[src/rtl/cle_pkg.sv]
// Shared constants and FSM state type for the CLE pixel fetch front end.
package cle_pkg;

  localparam int IMG_W     = 32;
  localparam int IMG_H     = 32;
  localparam int ROM_DEPTH = 128;
  localparam int PIX_CNT_W = 10;

  typedef enum logic [1:0] {
    S_IDLE,
    S_PRIME,
    S_STREAM,
    S_DONE
  } cle_fetch_state_t;

endpackage

[src/rtl/cle_byte_unpacker.sv]
// Current-byte shift register plus one-byte prefetch slot.
// Emits one pixel per transfer; refills from the slot without a bubble.
module cle_byte_unpacker #(
  parameter bit MSB_FIRST = 1'b1
) (
  input  logic       clk,
  input  logic       reset,
  input  logic       cap,
  input  logic [7:0] data,
  input  logic       xfer,
  input  logic       last_in_byte,
  output logic       pix_bit,
  output logic       cur_full,
  output logic       slot_full
);

  logic [7:0] sh;
  logic [7:0] slot;
  logic       cur_free;

  assign cur_free = !cur_full || (xfer && last_in_byte);
  assign pix_bit  = MSB_FIRST ? sh[7] : sh[0];

  always_ff @(posedge clk) begin
    if (reset) begin
      sh        <= '0;
      slot      <= '0;
      cur_full  <= 1'b0;
      slot_full <= 1'b0;
    end else if (cur_free) begin
      // data arriving while the current byte is free bypasses the slot
      if (slot_full) begin
        sh        <= slot;
        cur_full  <= 1'b1;
        slot_full <= 1'b0;
      end else if (cap) begin
        sh       <= data;
        cur_full <= 1'b1;
      end else begin
        sh       <= '0;
        cur_full <= 1'b0;
      end
    end else begin
      if (xfer) begin
        sh <= MSB_FIRST ? {sh[6:0], 1'b0} : {1'b0, sh[7:1]};
      end
      if (cap) begin
        slot      <= data;
        slot_full <= 1'b1;
      end
    end
  end

endmodule

[src/rtl/cle_pixel_fetch.sv]
// CLE front end: scans the 128x8 image ROM and streams pixels
// in raster order with (x, y) tags over a valid/ready handshake.
module cle_pixel_fetch
  import cle_pkg::*;
#(
  parameter bit MSB_FIRST = 1'b1,
  parameter int ROM_AW    = 7
) (
  input  logic              clk,
  input  logic              reset,
  input  logic              start,
  output logic [ROM_AW-1:0] rom_a,
  input  logic [7:0]        rom_q,
  output logic              pix_valid,
  input  logic              pix_ready,
  output logic              pix_bit,
  output logic [4:0]        pix_x,
  output logic [4:0]        pix_y,
  output logic              pix_last,
  output logic              busy,
  output logic              done
);

  localparam logic [ROM_AW-1:0] A_LAST =
    ROM_AW'(ROM_DEPTH - 1);
  localparam logic [PIX_CNT_W-1:0] C_LAST =
    PIX_CNT_W'(IMG_W * IMG_H - 1);

  cle_fetch_state_t     state;
  logic [PIX_CNT_W-1:0] cnt;
  logic                 inflight;
  logic                 exhausted;
  logic                 cur_full;
  logic                 slot_full;
  logic                 xfer;
  logic                 issue;

  assign pix_valid = (state == S_STREAM) && cur_full;
  assign xfer      = pix_valid && pix_ready;
  assign issue     = (state == S_STREAM) && !slot_full
                     && !inflight && !exhausted;
  assign pix_x     = cnt[4:0];
  assign pix_y     = cnt[9:5];
  assign pix_last  = (cnt == C_LAST);

  cle_byte_unpacker #(
    .MSB_FIRST(MSB_FIRST)
  ) u_unpack (
    .clk         (clk),
    .reset       (reset),
    .cap         (inflight),
    .data        (rom_q),
    .xfer        (xfer),
    .last_in_byte(&cnt[2:0]),
    .pix_bit     (pix_bit),
    .cur_full    (cur_full),
    .slot_full   (slot_full)
  );

  always_ff @(posedge clk) begin
    if (reset) begin
      state     <= S_IDLE;
      rom_a     <= '0;
      cnt       <= '0;
      inflight  <= 1'b0;
      exhausted <= 1'b0;
      busy      <= 1'b0;
      done      <= 1'b0;
    end else begin
      done <= 1'b0;
      if (xfer) cnt <= cnt + 1'b1;
      unique case (state)
        S_IDLE: begin
          rom_a     <= '0;
          exhausted <= 1'b0;
          if (start) begin
            state <= S_PRIME;
            busy  <= 1'b1;
          end
        end
        S_PRIME: begin
          // first cycle lets the ROM sample address 0
          if (!inflight) begin
            inflight <= 1'b1;
          end else begin
            inflight <= 1'b0;
            rom_a    <= ROM_AW'(1);
            state    <= S_STREAM;
          end
        end
        S_STREAM: begin
          inflight <= issue;
          if (issue) begin
            if (rom_a == A_LAST) exhausted <= 1'b1;
            else                 rom_a     <= rom_a + 1'b1;
          end
          if (xfer && cnt == C_LAST) begin
            state <= S_DONE;
            done  <= 1'b1;
            busy  <= 1'b0;
          end
        end
        S_DONE: begin
          state     <= S_IDLE;
          rom_a     <= '0;
          exhausted <= 1'b0;
        end
      endcase
    end
  end

endmodule

[config.mk]
export PLATFORM = sky130hd
export DESIGN_NAME = cle_pixel_fetch
export DESIGN_NICKNAME = d
export VERILOG_FILES = /design/src/rtl/cle_pkg.sv /design/src/rtl/cle_byte_unpacker.sv /design/src/rtl/cle_pixel_fetch.sv
export SDC_FILE = /design/constraint.sdc
export NUM_CORES = 1
export LEC_CHECK = 0
export ABC_AREA = 1
export CORE_MARGIN = 10
export CORE_UTILIZATION = 50
export DETAILED_ROUTE_END_ITERATION = 16
export GPL_TIMING_DRIVEN = 1
export MAX_ROUTING_LAYER = met4
export PLACE_DENSITY = 0.79
export SYNTH_ARGS = -nofsm -noshare
export SYNTH_HDL_FRONTEND = slang
export SYNTH_SLANG_ARGS = --single-unit
export TNS_END_PERCENT = 20
[constraint.sdc]
create_clock -name clk -period 2.3 [get_ports clk]
set_clock_uncertainty 0.15 [all_clocks]
set_input_delay 0.46 -clock clk [delete_from_list [all_inputs] [get_ports clk]]
set_output_delay 0.46 -clock clk [all_outputs]
set_load 0.02 [all_outputs]
==> metrics.cfg <==
[floorplanning]
dieArea_um2=7150
die_y_um=84.6
rows=23
start_util=0.517
ios=34
core_um2=4030
die_w_um=84.6

[setup_path]
cp.required_ps=1690
critPathKind=reg2out
cp_max_fo=4
critPathArrivalTime_ps=1560
crit_path_start_kind=flip-flop
end_kind=output port

[clock_tree]
clkSinkCount=41
hold_buffers=0
clock_path_buffers=2
clock_latency_ps=300
clk_pin_slew_ps=80
cts_tree=yes
cts_htree_levels=2
clockRootBuffer=clkbuf_8
cts_buffers=5

[global_routing]
grt_pass1_wl_um=7820
use_met2=0.196
antenna_found_initial=0
grt_pass1_vias=1785
grt_busiest_layer=met2
grt_max_degree=20
grt_use_total=0.132
met3_usage=0.0483
use_met1=0.160
grt.overflow.total=0

[place]
dp_cells=370
hpwlAfterDp_um=3370
gp_congestion=0.830
post-place-ws_ps=166
io_buffers=33

[timing]
setup_slack_ps=133
relSlewSlack=0.757
max_freq_ghz=0.462
rsz0062_at_grt=no
final_hold_viol_count=0
period_needed_ps=2170
fin_setup_tns_ps=0
finalCritPeriodShare=0.942
finalMaxSlewViolations=0
setup_viol=0
worst_slew_pin_slew_ps=364

[finish]
fin_cells=378
mostFrequentLayoutCells=nand2_1 (47), inv_1 (43), dfxtp_1 (41)
final_common_cell=nand2_1
final_layout_size_suffix_gt1_frac=0.0976
area_delta_synth_final_pct=24.4
n_antenna_cell=0
fin_nets=346
postLayoutCoreUtil=0.644

[yosys]
synth_edf_count=0
synth_nets=308
syn_avg_cell_area_um2=7.21
synth.distinct_cells=34
synth_area_um2=2080
ys_ff_latch=41
synth_warnings=0
async_flop_share=0
ys.flop_type=dfxtp_1
syn-instance-count=289
yosysSeqAreaShare=0.394

[status]
status=finished clean

[drt]
vias_per_cell=5.06
wire_per_inst_um=12.1
drtIter0Drc=85
drc=0
postRouteAntennaNets=0
vias=1914
first_pass_iters=4
drt_wl_total_um=4560

[pwr]
powerDensity_nw_per_um2=954
peakVddDrop_v=0.000722
p_leak_nw=1.09

[worst_hold_path]
hp-class=reg2reg

[flow_run]
max-cap-violations=0

[synth_stat cells, types with 2 or more instances]
library cell   n  area, um2
clkbuf_1       2       7.51
dfxtp_1       41        821
nand2_2        4       25.0
o211ai_1       3       22.5
nor2_2         2       12.5
a21oi_1       31        155
buf_6          2       22.5
a31oi_1        2       12.5
nand3_2        2       20.0
o21ai_0       34        170
a21oi_2        2       17.5
buf_4          2       15.0
inv_2          2       7.51
nor2_1        27        101
nor2_4         2       22.5
nor3_1         5       25.0
ha_1           7       87.6
inv_1         43        161
nand3_1       10       50.1
nand2_1       47        176
nand4_1        5       31.3
a211oi_1       2       15.0
[through the flow]
stage / instance area, um2 / total power [mW] / hold slack (ps)
after floorplan: 2080 / 1.64 / 274
after global placement: 2480 / 1.89 / 282
after detailed placement: 2480 / 1.91 / 290
after CTS: 2590 / 2.49 / 301
after global routing: 2590 / 2.66 / 312
final: 2590 / 2.48 / 299
[state kept, by name, summed over array words and instances, names as in the netlist]
name                flops
inflight                1
state                   2
exhausted               1
u_unpack.slot           8
done                    1
u_unpack.cur_full       1
busy                    1
rom_a                   7
u_unpack.slot_full      1
u_unpack.sh             8
cnt                    10
[worst max-delay path: stages (launching register included)]
cell and delay (ps):
dfxtp_1 370, ha_1 190, nand3_1 150, nor4_1 190
dlygate4sd2_1 370
[final cells by class]
type / count / area (um2)
fill: 356 / 1440
multi-input combinational: 194 / 1030
sequential: 41 / 821
timing repair buffer: 39 / 389
inverter: 46 / 175
clock buffer: 6 / 72.6
tap: 50 / 62.6
clock inverter: 2 / 38.8
[what timing repair did]
action,in CTS,in global routing
resized for setup,1,1
cloned,0,0
endpoints found under the setup margin,1,1
setup buffers,0,0
[layer usage]
layer  share of wire  vias to the layer above
met5               0                        -
met4           0.012                        0
met3           0.061                        7
met2            0.43                       35
met1            0.50                      849
li1                -                     1023
[worst paths after layout]
path | startpoint | end | slack, ps | depth (start not counted)
worst max-delay path | cnt[1]$_SDFFE_PP0P_ | pix_last | 130 | 4
worst min-delay path | u_unpack.slot[1]$_SDFFE_PP0P_ | u_unpack.slot[1]$_SDFFE_PP0P_ | 300 | 2
worst max register to register | state[0]$_SDFFE_PP0P_ | state[1]$_SDFFE_PP0P_ | 400 | 11
worst min register to register | u_unpack.slot[1]$_SDFFE_PP0P_ | u_unpack.slot[1]$_SDFFE_PP0P_ | 300 | 2
[cell families after synthesis]
group	count (synthesis)	synth area share
xor+xnor	1	0.00420
compound gates	77	0.199
simple gates	109	0.252
buf+inv	54	0.110
flops	41	0.394
fa+ha+maj	7	0.0420
[where the power goes]
| part | internal (mW) | leakage [nW] | switching, mW |
|---|---|---|---|
| Combinational | 0.356 | 0.697 | 0.573 |
| Clock | 0.326 | 0.0554 | 0.257 |
| Sequential | 0.860 | 0.335 | 0.104 |
| Total | 1.54 | 1.09 | 0.933 |
Note: power is estimated with default switching activity, not from simulation.
